## src/rtl/alu_seq_issue.sv

```systemverilog
// -----------------------------------------------------------------------------
// alu_seq_issue
//
// Single-issue sequential ALU. A request is accepted in IDLE when start_i is
// high. Ordinary operations take one cycle to produce a result. MUL uses an
// iterative shift-add multiplier that takes 32 cycles. The result is held
// with valid_o until the consumer acknowledges it.
//
// Supported operations (ALUCtrl_o code):
//   AND=000 XOR=001 SLL=010 ADD=011 SUB=100 MUL=101 ADDI=110 SRAI=111
// Any request that does not decode is flagged with illegal_o. It still takes
// one cycle and returns data_o = 0 and ALUCtrl_o = 000.
//
// Ports
//   clk_i      in   1   clock; all state changes on the rising edge
//   rst_i      in   1   asynchronous, active-high reset
//   start_i    in   1   request valid; accepted when start_i && ready_o
//   funct7_i   in   7   instruction funct7 field
//   funct3_i   in   3   instruction funct3 field
//   is_imm_i   in   1   1 = I-type (ADDI/SRAI), 0 = R-type
//   data1_i    in  32   operand 1
//   data2_i    in  32   operand 2 (sign-extended immediate for I-type)
//   ack_i      in   1   consumer takes the result (only looked at in DONE)
//   ready_o    out  1   high only in IDLE
//   valid_o    out  1   result valid, held until ack_i
//   data_o     out 32   registered result
//   ALUCtrl_o  out  3   decoded control code of the accepted request
//   Zero_o     out  1   captured data1 == data2
//   illegal_o  out  1   accepted request did not decode
// -----------------------------------------------------------------------------
module alu_seq_issue (
    input  logic        clk_i,
    input  logic        rst_i,
    input  logic        start_i,
    input  logic [6:0]  funct7_i,
    input  logic [2:0]  funct3_i,
    input  logic        is_imm_i,
    input  logic [31:0] data1_i,
    input  logic [31:0] data2_i,
    input  logic        ack_i,
    output logic        ready_o,
    output logic        valid_o,
    output logic [31:0] data_o,
    output logic [2:0]  ALUCtrl_o,
    output logic        Zero_o,
    output logic        illegal_o
);

    typedef enum logic [1:0] {
        S_IDLE,
        S_EXEC,
        S_MUL,
        S_DONE
    } state_t;

    typedef enum logic [2:0] {
        ALU_AND  = 3'b000,
        ALU_XOR  = 3'b001,
        ALU_SLL  = 3'b010,
        ALU_ADD  = 3'b011,
        ALU_SUB  = 3'b100,
        ALU_MUL  = 3'b101,
        ALU_ADDI = 3'b110,
        ALU_SRAI = 3'b111
    } alu_ctrl_t;

    localparam logic [6:0] F7_BASE = 7'b0000000;
    localparam logic [6:0] F7_ALT  = 7'b0100000;
    localparam logic [6:0] F7_MULD = 7'b0000001;

    state_t      state_q;
    state_t      state_d;

    alu_ctrl_t   dec_ctrl;
    logic        dec_illegal;
    logic        accept;

    // Operands captured at accept, used by the single-cycle path.
    logic [31:0] op_a;
    logic [31:0] op_b;
    alu_ctrl_t   ctrl_q;
    logic [31:0] exec_result;

    // Shift-add multiplier. mcand moves left and mplier moves right, so each
    // cycle adds mcand to acc when mplier[0] is set.
    logic [31:0] mcand;
    logic [31:0] mplier;
    logic [31:0] acc;
    logic [4:0]  mul_cnt;
    logic [31:0] mul_acc_next;
    logic        mul_last;

    // -------------------------------------------------------------------------
    // Request decode
    // -------------------------------------------------------------------------
    always_comb begin
        // NOTE: every combinational output gets a default before any branch.
        // A path that leaves a signal unassigned would otherwise infer a latch.
        dec_ctrl    = ALU_AND;
        dec_illegal = 1'b1;
        if (is_imm_i) begin
            if (funct3_i == 3'b000) begin
                dec_ctrl    = ALU_ADDI;     // funct7 carries immediate bits
                dec_illegal = 1'b0;
            end else if (funct3_i == 3'b101 && funct7_i == F7_ALT) begin
                dec_ctrl    = ALU_SRAI;
                dec_illegal = 1'b0;
            end
        end else begin
            case ({funct7_i, funct3_i})
                {F7_BASE, 3'b111}: begin dec_ctrl = ALU_AND; dec_illegal = 1'b0; end
                {F7_BASE, 3'b100}: begin dec_ctrl = ALU_XOR; dec_illegal = 1'b0; end
                {F7_BASE, 3'b001}: begin dec_ctrl = ALU_SLL; dec_illegal = 1'b0; end
                {F7_BASE, 3'b000}: begin dec_ctrl = ALU_ADD; dec_illegal = 1'b0; end
                {F7_ALT,  3'b000}: begin dec_ctrl = ALU_SUB; dec_illegal = 1'b0; end
                {F7_MULD, 3'b000}: begin dec_ctrl = ALU_MUL; dec_illegal = 1'b0; end
                default:           begin dec_ctrl = ALU_AND; dec_illegal = 1'b1; end
            endcase
        end
    end

    assign accept = start_i && ready_o;

    // -------------------------------------------------------------------------
    // FSM
    // -------------------------------------------------------------------------
    always_ff @(posedge clk_i or posedge rst_i) begin
        if (rst_i) begin
            state_q <= S_IDLE;
        end else begin
            // NOTE: registers use non-blocking assignment. Every flop then
            // samples pre-edge values, whatever order the blocks run in.
            state_q <= state_d;
        end
    end

    always_comb begin
        state_d = state_q;
        ready_o = 1'b0;
        valid_o = 1'b0;
        case (state_q)
            S_IDLE: begin
                ready_o = 1'b1;
                // An illegal request decodes as AND, so only a real MUL goes
                // to the multi-cycle path.
                if (start_i) begin
                    state_d = (dec_ctrl == ALU_MUL) ? S_MUL : S_EXEC;
                end
            end
            S_EXEC: begin
                state_d = S_DONE;
            end
            S_MUL: begin
                if (mul_last) begin
                    state_d = S_DONE;
                end
            end
            S_DONE: begin
                valid_o = 1'b1;
                if (ack_i) begin
                    state_d = S_IDLE;
                end
            end
            default: begin
                state_d = S_IDLE;
            end
        endcase
    end

    // -------------------------------------------------------------------------
    // Single-cycle result from the captured operands
    // -------------------------------------------------------------------------
    always_comb begin
        exec_result = '0;
        if (!illegal_o) begin
            case (ctrl_q)
                ALU_AND:  exec_result = op_a & op_b;
                ALU_XOR:  exec_result = op_a ^ op_b;
                ALU_SLL:  exec_result = op_a << op_b[4:0];
                ALU_ADD,
                ALU_ADDI: exec_result = op_a + op_b;
                ALU_SUB:  exec_result = op_a - op_b;
                ALU_SRAI: exec_result = $signed(op_a) >>> op_b[4:0];
                default:  exec_result = '0;       // MUL never reaches EXEC
            endcase
        end
    end

    // The last iteration folds its partial product straight into data_o. The
    // result therefore lands on the 32nd edge after accept.
    assign mul_acc_next = acc + (mplier[0] ? mcand : 32'd0);
    assign mul_last     = (mul_cnt == 5'd31);

    // -------------------------------------------------------------------------
    // Datapath registers
    // -------------------------------------------------------------------------
    always_ff @(posedge clk_i or posedge rst_i) begin
        if (rst_i) begin
            op_a      <= '0;
            op_b      <= '0;
            ctrl_q    <= ALU_AND;
            illegal_o <= 1'b0;
            Zero_o    <= 1'b0;
            mcand     <= '0;
            mplier    <= '0;
            acc       <= '0;
            mul_cnt   <= '0;
            data_o    <= '0;
        end else begin
            if (accept) begin
                op_a      <= data1_i;
                op_b      <= data2_i;
                ctrl_q    <= dec_ctrl;
                illegal_o <= dec_illegal;
                Zero_o    <= (data1_i == data2_i);
                mcand     <= data1_i;
                mplier    <= data2_i;
                acc       <= '0;
                mul_cnt   <= '0;
            end

            if (state_q == S_EXEC) begin
                data_o <= exec_result;
            end

            if (state_q == S_MUL) begin
                acc     <= mul_acc_next;
                mcand   <= mcand << 1;
                mplier  <= mplier >> 1;
                mul_cnt <= mul_cnt + 5'd1;
                if (mul_last) begin
                    data_o <= mul_acc_next;
                end
            end
        end
    end

    assign ALUCtrl_o = ctrl_q;

endmodule

```

## config.mk

```make
export PLATFORM = sky130hd
export DESIGN_NAME = alu_seq_issue
export DESIGN_NICKNAME = d
export VERILOG_FILES = /design/src/rtl/alu_seq_issue.sv
export SDC_FILE = /design/constraint.sdc
export NUM_CORES = 1
export LEC_CHECK = 0
export CAP_MARGIN = 20
export CORE_MARGIN = 1.5
export CORE_UTILIZATION = 55
export CTS_CLUSTER_SIZE = 20
export DETAILED_ROUTE_END_ITERATION = 8
export MAX_ROUTING_LAYER = met4
export PLACE_DENSITY_LB_ADDON = 0.08
export RECOVER_POWER = 50
export SYNTH_ARGS = -nofsm -noshare
export SYNTH_HDL_FRONTEND = slang
export SYNTH_SLANG_ARGS = --single-unit
```

## constraint.sdc

```tcl
create_clock -name clk_i -period 12.2 [get_ports clk_i]
set_input_delay 2.44 -clock clk_i [delete_from_list [all_inputs] [get_ports clk_i]]
set_output_delay 2.44 -clock clk_i [all_outputs]
set_load 0.005 [all_outputs]
```

==> results of run 1 <==
[metal layers]
layer  wire length (um)  global-route usage [%]  vias to the layer above
met5                  0                       -                        -
met4               3260                    17.6                        0
met2              30600                    64.4                     1072
met1              27500                    56.2                     8543
met3               8000                    10.3                      196
li1                   -                       -                     7771
[worst paths after layout]
kind | cells after the start | endpoint | slack, ps | from
max reg2reg | 9 | data_o[31] | 5930 | op_b[0]
max | 3 | acc[3] | 4510 | rst_i
max in group clk_i | 9 | data_o[31] | 5930 | op_b[0]
min | 1 | mplier[30] | 470 | mplier[31]
min reg2reg | 1 | mplier[30] | 470 | mplier[31]
min in group asynchronous | 2 | mul_cnt[0] | 3330 | rst_i
[layout by cell type (no fill, tap or decap), types with 18 or more instances in the layout]
cell type,count
dlygate4sd3_1,25
xnor2_1,66
o21ai_0,135
clkdlybuf4s50_1,92
a211oi_1,21
inv_1,31
buf_4,28
dfrtp_1,203
nand3_1,29
clkbuf_16,25
a21o_1,93
a21oi_1,192
nand2b_1,18
nor3_1,31
and3_1,18
mux4_2,75
and2_1,34
nand2_1,405
ha_1,101
nor2_1,155
mux2i_1,36
xor2_1,48
[registers in the layout, indices dropped and copies added, names as in the netlist, 2 cells and up]
register and count:
ALUCtrl_o 3, data_o 32, mul_cnt 5, op_a 32, state_q 2, acc 32
op_b 32, mplier 32, mcand 32
[cell type report]
type / instances / area share (%)
Multi-Input combinational cell: 1731 / 59.8
Timing Repair Buffer: 148 / 7.01
Inverter: 33 / 0.630
Tap cell: 402 / 2.53
Clock inverter: 15 / 1.01
Sequential cell: 204 / 25.7
Antenna cell: 2 / 0.0252
Clock buffer: 28 / 3.31
[power by group]
part | total (mW) | internal, mW | switching [mW]
Clock | 0.789 | 0.472 | 0.316
Sequential | 1.46 | 0.961 | 0.500
Combinational | 4.07 | 1.65 | 2.42
[through the flow]
step / hold slack [ps] / utilization (%) / total power, mW
after floorplan: 449 / - / 4.05
after global placement: 454 / 60.3 / 5.31
after detailed placement: 462 / 60.3 / 5.37
after CTS: 478 / 63.0 / 6.18
after global routing: 491 / 62.9 / 6.66
final: 474 / 62.9 / 6.32
[kinds of logic after synthesis]
| group | share of synthesized area, % |
|---|---|
| xor+xnor | 5.68 |
| mux | 12.2 |
| flops | 29.0 |
| compound gates | 22.6 |
| buf+inv | 3.68 |
| fa+ha+maj | 7.54 |
| simple gates | 19.3 |
==> metrics.txt, run 1 <==
Die W=182 um; CP Capture Type=async pin; IO Count=118; final slew viol count=324; Synth Flop Type=dfrtp_1; Synth cell types=72; vias per cell=6.86; post-route ant nets=0; Total Nets Final=2326; crit path buf inv count=3; Required @ worst endpoint=12070 ps; fillcell total=2670; drt wl/cell=27.1 um; Slew @ Worst Pin=3440 ps; Synth top cells by count=nand2_1 (405), dfrtp_1 (204), a21oi_1 (192), nor2_1 (155), o21ai_0 (135); slowest CP cell=clkbuf_1; register clock-pin slew on the reported worst setup and hold paths=60 ps; Max VDD drop=0.257 mV; Final HPWL DP=51600 um; area of the multi-input gates=11900 um2; Yosys Warn Count=0; Clock Skew=9.05 ps; dpl cells=2518; Max clock buf depth=3; Worst EP arrival=7560 ps; final instance area=19900 um2; Cell Pwr Density=318 nW/um2; critical path type=in -> async; unrepaired setup endpoints after global routing=no; Die H=182 um; drt pass-1 iters=9; Synth area leader=dfrtp_1; H-tree depth=1; total grt overflow=0; Placeable Area=31600 um2; CTS Buf Count=25; initial antenna violation count=2; Async SR Flop Fraction=100%; synth-to-layout area growth=12.9%; most frequent cell after synthesis=nand2_1; Detailed Route WL=69400 um; CP top delay family=buffers and inverters; vias in the first global route=16729; fin cells=2563; IO Port Bufs=117; initial core utilization=55.7%; Setup Fix Bufs, Post-CTS=0; CP Launch Type=input port; GPL Wtd Cong=1.04; FP Rows=65; Cells after Synth=2102; CP peak stage delay=2530 ps; status=finished, violations left; Mapped Nets=2285; setup tns final=0 ps; relative slew slack=-129%; largest net degree at the start of global routing=102; final setup vio count=0; maxcap violations=5; Seq cells post-synth=204; final setup margin=4510 ps; Yosys top cell area share=29.0%; post_cts resized=0; pre-CTS WS=6900 ps; failing checks=design-rule violations, max-capacitance violations, max-slew violations; period utilization=63.0%; Post-synth EDFFs=0; Seq/Total Area, Yosys=29.0%; die area=33100 um2; synthesized cell area=17600 um2; layout cells sized above 1=8.15%; Post-CTS Hold Buffers=0; max frequency=130 MHz; Worst Path Max Fanout=79; Vias=17582; Worst Hold Class=reg -> reg; Total GRT Usage=43.1%; syn avg cell area=8.37 um2; Iteration-0 DRC Markers=2156; Leak=9.25 nW; Final Critical Period=7690 ps; TritonCTS clock tree=done; CTS sink cnt=204; DRC=5; final hold vios=0; first-pass GRT wire length=104000 um; worst-path cell chain=dlygate4sd3_1 > clkinvlp_2 > clkbuf_1; Clock Root Buffer=clkbuf_16; Post-DP Area=19000 um2; clock latency on the worst-skew pair=550 ps; Storage cell area=5110 um2; Area contributors post-synth=dfrtp_1 (29%), mux4_2 (9.6%), nand2_1 (8.6%)
(Power assumes the default switching activity.)
==> run 2: changes to the inputs <==
==> constraint.sdc (replaced) <==
create_clock -name clk_i -period 6.9 [get_ports clk_i]
set_input_delay 1.38 -clock clk_i [delete_from_list [all_inputs] [get_ports clk_i]]
set_output_delay 1.38 -clock clk_i [all_outputs]
set_load 0.005 [all_outputs]
==> run 2 against run 1 <==
Effect of this change:
- final cell count down 0.23%
- first-iteration DRC count rose by 12%
- highest routed layer unchanged
- the flow finishes with violations (max-capacitance violations, max-slew violations)
- critical path depth rose by 11
- sequential share of layout area grew 0.11 points
==> metrics.txt, run 2 (synthesis gave the netlist of run 1 again) <==
dpl cells=2515 (-0.12%); r2r endpoint=data_o[31]; Post-CTS Hold Buffers=0 (unchanged); Iteration-0 DRC Markers=2412 (+12%); relative slew slack=-140% (-11 points); largest net degree at the start of global routing=118 (+16%); Final Critical Period=5820 ps; R2R setup slack=1080 ps (-4850 ps); DRC=0 (-5); Total GRT Usage=41.9% (-1.2 points); max frequency=172 MHz; vias per cell=6.89 (+0.47%); clock latency on the worst-skew pair=560 ps (about the same); Die H=182 um (unchanged); worst hold stages=1 (unchanged); Clk pwr share=12.0% (-0.5 points); initial core utilization=55.7% (unchanged); Worst Hold Class=reg -> reg; layout cells sized above 1=7.89% (-0.26 points); TritonCTS clock tree=done; fin cells=2557 (-0.23%); period utilization=84.4%; drt wl/cell=26.4 um (-2.4%); initial antenna violation count=0 (-2); post_cts resized=0 (unchanged); Total Nets Final=2323 (-0.13%); final hold vios=0 (unchanged); unrepaired setup endpoints after global routing=no; status=finished, violations left; total grt overflow=0 (unchanged); Max VDD drop=0.323 mV (+25%); Worst Path Max Fanout=38 (-52%); post-route ant nets=0 (unchanged); final slew viol count=243 (-25%); vias in the first global route=16484 (-1.5%); Int Pwr=5.39 mW (+75%); Clock Skew=27.2 ps (+18.1 ps); reg2reg start=op_b[2]; Required @ worst endpoint=7310 ps (-4760 ps); drt pass-1 iters=8 (-1); Reg power frac=23.6% (+0.5 points); IO Count=118 (unchanged); setup tns final=0 ps (unchanged); H-tree depth=1 (unchanged); CP Launch Type=register; Setup Fix Bufs, Post-CTS=0 (unchanged); failing checks=max-capacitance violations, max-slew violations; Critical Path Source=op_b[2]; total net switching power=5.64 mW (+74%); crit path buf inv count=1 (-2); slowest CP cell=nor3_1; GPL Wtd Cong=1.05 (+0.64%); Comb pwr share=64.4% (about the same); Critical Path Stages=14 (+11); final setup vio count=0 (unchanged); Final HPWL DP=50800 um (-1.7%); Placeable Area=31600 um2 (unchanged); Detailed Route WL=67600 um (-2.6%); Cell Pwr Density=558 nW/um2 (+75%); CP Capture Type=register; register clock-pin slew on the reported worst setup and hold paths=60 ps (about the same); CP top delay family=compound AO/OA/AOI/OAI gates; CP peak stage delay=910 ps (-1620 ps); CTS Buf Count=24 (-4.0%); ANT cells=0 (-2); Leak=9.14 nW (-1.2%); die area=33100 um2 (unchanged); met3 Track Usage GR=8.64% (-1.7 points); IO Port Bufs=117 (unchanged); Global Route met1 Usage=56.5% (+0.31 points); Max clock buf depth=3 (unchanged); reg2reg path depth=14 (+5); met2 usage=61.7% (-2.7 points); synth-to-layout area growth=12.5%; critical path type=reg -> reg; Switching Fraction=51.2% (-0.077 points); first-pass GRT wire length=102000 um (-2.2%); Vias=17623 (+0.23%); CTS sink cnt=204 (unchanged); Setup crit end=data_o[31]; commonest cells after routing, fill and taps aside=nand2_1 (405), dfrtp_1 (202), a21oi_1 (192); fillcell total=2726 (+2.1%); Slew @ Worst Pin=3600 ps (+162 ps); busiest grt layer=met2; FP Rows=65 (unchanged); maxcap violations=4 (-1); worst-path cell chain=buf_4 > nor3_1 > nand3_1 > o21ai_0 > xor2_1 > ha_1 > nand4_1 > a2111oi_0 > o21ai_0 > a211oi_1 > o311ai_0 > and3_1 > nor3_1 > nor4b_2; commonest non-fill, non-tap cell in the layout=nand2_1; Die W=182 um (unchanged); Clock Root Buffer=clkbuf_16; Worst EP arrival=6240 ps (-1320 ps)
## run 2: changes by cell type in the layout (fill, tap and decap cells not counted), sizes merged
cell / change
inv: -2
clkdlybuf4s50: +23
diode: -2
clkbuf: +3
clkinvlp: -2
dlygate4sd3: -23
buf: -3
bufinv: -1
clkinv: +1
## run 2: power by group through the flow
stage	Sequential, mW	Combinational, mW	Clock [mW]
after floorplan	2.13	5.04	0
after global placement	2.52	6.81	0
after detailed placement	2.55	6.88	0
after CTS	2.53	6.92	1.33
after global routing	2.62	7.64	1.38
final	2.60	7.11	1.32
## run 2: routing by layer
metal	up-vias	wire length, um
met5	-	0
met4	0	3290
met3	194	8460
met2	1186	29300
met1	8493	26600
li1	7750	-
## run 2: worst min path at each step
stage / start / end / slack, ps
2_1_floorplan: mplier[1] / mplier[0] / 450
3_3_place_gp: mplier[2] / mplier[1] / 460
3_5_place_dp: mplier[29] / mplier[28] / 460
4_1_cts: mplier[29] / mplier[28] / 480
5_1_grt: mplier[4] / mplier[3] / 490
6_report: mplier[29] / mplier[28] / 470
## run 2: area by class of cell
class / count / area, um2 / share of cell area, %
multi-input cells: 1731 / 11900 / 59.9
flip-flops and latches: 204 / 5110 / 25.8
repair buffers: 146 / 1370 / 6.94
clock buffers: 30 / 653 / 3.30
well taps: 402 / 503 / 2.54
clock inverters: 11 / 163 / 0.822
inverters: 33 / 125 / 0.632
## run 2: worst register-to-register path, cell delays in order (launching register included)
cell and delay (ps):
dfrtp_1 370, buf_4 270, nor3_1 910, nand3_1 350, o21ai_0 280, xor2_1 130, ha_1 430, nand4_1 180
a2111oi_0 710, o21ai_0 460, a211oi_1 720, o311ai_0 240, and3_1 220, nor3_1 290, nor4b_2 100
## run 2: through the flow
step / cell area, um2 / hold slack, ps / worst slack [ps] / utilization [%] / power (mW)
after CTS: 19800 / 475 / 1390 / 62.8 / 10.8
after global routing: 19800 / 490 / 660 / 62.7 / 11.6
final: 19800 / 475 / 1080 / 62.7 / 11.0
after detailed placement: 19000 / 461 / 1440 / 60.2 / 9.43
after floorplan: 17600 / 449 / 2620 / - / 7.17
after global placement: 19000 / 455 / 1570 / 60.2 / 9.33
==> run 3: changes to the inputs <==
==> constraint.sdc (replaced) <==
create_clock -name clk_i -period 5.91 [get_ports clk_i]
set_input_delay 1.182 -clock clk_i [delete_from_list [all_inputs] [get_ports clk_i]]
set_output_delay 1.182 -clock clk_i [all_outputs]
set_load 0.005 [all_outputs]
==> run 3 against run 2 <==
Effect of this change:
- the run still ends with max-capacitance violations, max-slew violations left
- count of clock-buffer cells in the layout rose by 3
- core utilization rose by 0.16 points
- clock power rose by 17%
- register-to-register slack got worse by 150 ps
- fmax rose by 17%
- sequential share of layout area fell by 0.065 points
- total power rose by 17%
==> metrics.txt, run 3 (synthesis gave the netlist of run 1 again) <==
status=finished, violations left; failing checks=max-capacitance violations, max-slew violations; H-tree depth=1 (unchanged); synth-to-layout area growth=12.8%; drt wl/cell=26.0 um (-1.5%); Hold Slack=475 ps (+0.399 ps); fin cells=2569 (+0.47%); period utilization=84.4% (about the same); reg2reg path depth=14 (unchanged); Iteration-0 DRC Markers=2343 (-2.9%); IO Count=118 (unchanged); Worst Hold Class=reg -> reg; Post-CTS Hold Buffers=0 (unchanged); maxcap violations=5 (+1); Die W=182 um (unchanged); drt pass-1 iters=6 (-2); register clock-pin slew on the reported worst setup and hold paths=60 ps (about the same); total grt overflow=0 (unchanged); critical path type=reg -> reg; Worst EP arrival=5430 ps (-810 ps); max frequency=201 MHz (+17%); TritonCTS clock tree=done; Max clock buf depth=3 (unchanged); vias per cell=6.80 (-1.4%); GPL Wtd Cong=1.01 (-3.0%); worst hold stages=1 (unchanged); CP top delay family=simple AND/OR/NAND/NOR gates; Setup Fix Bufs, Post-CTS=0 (unchanged); initial core utilization=55.7% (unchanged); Required @ worst endpoint=6350 ps (-960 ps); Slew @ Worst Pin=3040 ps (-558 ps); vias in the first global route=16871 (+2.3%); CP Capture Type=register; Clock Root Buffer=clkbuf_16; Critical Path Stages=14 (unchanged); CTS sink cnt=204 (unchanged); clock latency on the worst-skew pair=550 ps (about the same); dpl cells=2523 (+0.32%); first-pass GRT wire length=102000 um (-0.10%); CP peak stage delay=600 ps (-310 ps); setup tns final=0 ps (unchanged); initial antenna violation count=4 (+4); final setup vio count=0 (unchanged); Worst Path Max Fanout=8 (-79%); Clock Skew=15.1 ps (-12.1 ps); slowest CP cell=or4_1; crit path buf inv count=0 (-1); Total Nets Final=2331 (+0.34%); Leak=9.17 nW (+0.38%); post-route ant nets=0 (unchanged); worst-path cell chain=or4_4 > or4_1 > or3_1 > o31ai_1 > xor2_1 > ha_1 > a21oi_1 > o21ai_0 > a21oi_1 > o32ai_1 > o311ai_0 > and3_1 > nor3_1 > nor4b_2; relative slew slack=-103% (+37 points); DRC=0 (unchanged); IO Port Bufs=117 (unchanged); Detailed Route WL=66900 um (-1.0%); post_cts resized=0 (unchanged); Final Critical Period=4990 ps (-838 ps); final hold vios=0 (unchanged); Max VDD drop=0.469 mV (+45%); commonest cells after routing, fill and taps aside=nand2_1 (405), dfrtp_1 (202), a21oi_1 (192); die area=33100 um2 (unchanged); Vias=17461 (-0.92%); CTS Buf Count=24 (unchanged); final slew viol count=390 (+60%); CP dominant cell by count=a21oi_1; Cell Pwr Density=649 nW/um2 (+16%); Total GRT Usage=41.9% (-0.064 points); layout cells sized above 1=8.31% (+0.42 points); CP Launch Type=register; unrepaired setup endpoints after global routing=no; Final HPWL DP=50100 um (-1.3%); commonest non-fill, non-tap cell in the layout=nand2_1; Die H=182 um (unchanged); largest net degree at the start of global routing=124 (+5.1%); FP Rows=65 (unchanged); Placeable Area=31600 um2 (unchanged)
==> run 3: path summary, 6_finish.rpt <==
kind / slack [ps] / endpoint / from
worst max-delay path: 920 / data_o[31] / op_b[9]
worst min-delay path: 480 / mplier[13] / mplier[14]
worst max register to register: 920 / data_o[31] / op_b[9]
worst min register to register: 480 / mplier[13] / mplier[14]
max in group asynchronous: 1130 / acc[25] / rst_i
min in group asynchronous: 1310 / mplier[2] / rst_i
==> run 3: per-layer routing <==
layer	part of all wire [%]	track usage [%]	up-vias
met5	0	-	-
met4	4.7	16.4	0
met3	12	10.1	194
met2	44	62.9	1063
met1	40	54.6	8412
li1	-	-	7792
==> run 3: report_power, final <==
group          total [mW]  leakage (nW)  internal, mW  switching [mW]
Sequential           3.07          2.64          1.98            1.08
Combinational        8.26          6.14          3.42            4.85
Clock                1.55         0.389         0.895           0.654
Total                12.9          9.17          6.30            6.58
==> run 3: area by class of cell <==
| cell class | instances | area (um2) |
|---|---|---|
| timing repair buffer | 154 | 1430 |
| sequential | 204 | 5110 |
| clock buffer | 33 | 716 |
| tap | 402 | 503 |
| fill | 2685 | 11700 |
| inverter | 33 | 125 |
| multi-input combinational | 1731 | 11800 |
| antenna | 1 | 2.50 |
| clock inverter | 11 | 104 |
==> run 3: worst register-to-register path: stages (launching register included) <==
cell and delay [ps]:
dfrtp_1 440, or4_4 550, or4_1 600, or3_1 530, o31ai_1 320, xor2_1 180
ha_1 340, a21oi_1 220, o21ai_0 150, a21oi_1 270, o32ai_1 220, o311ai_0 500
and3_1 230, nor3_1 60, nor4b_2 290
==> run 3: per-stage QoR <==
stage / power [mW] / instance area (um2) / utilization [%] / setup slack (ps)
detailed placement: 11.0 / 19100 / 60.4 / 1000
finish: 12.9 / 19800 / 62.9 / 923
floorplan: 8.37 / 17600 / - / 1630
global placement: 10.9 / 19100 / 60.4 / 1080
CTS: 12.6 / 19900 / 63.0 / 941
global route: 13.6 / 19800 / 62.9 / 402
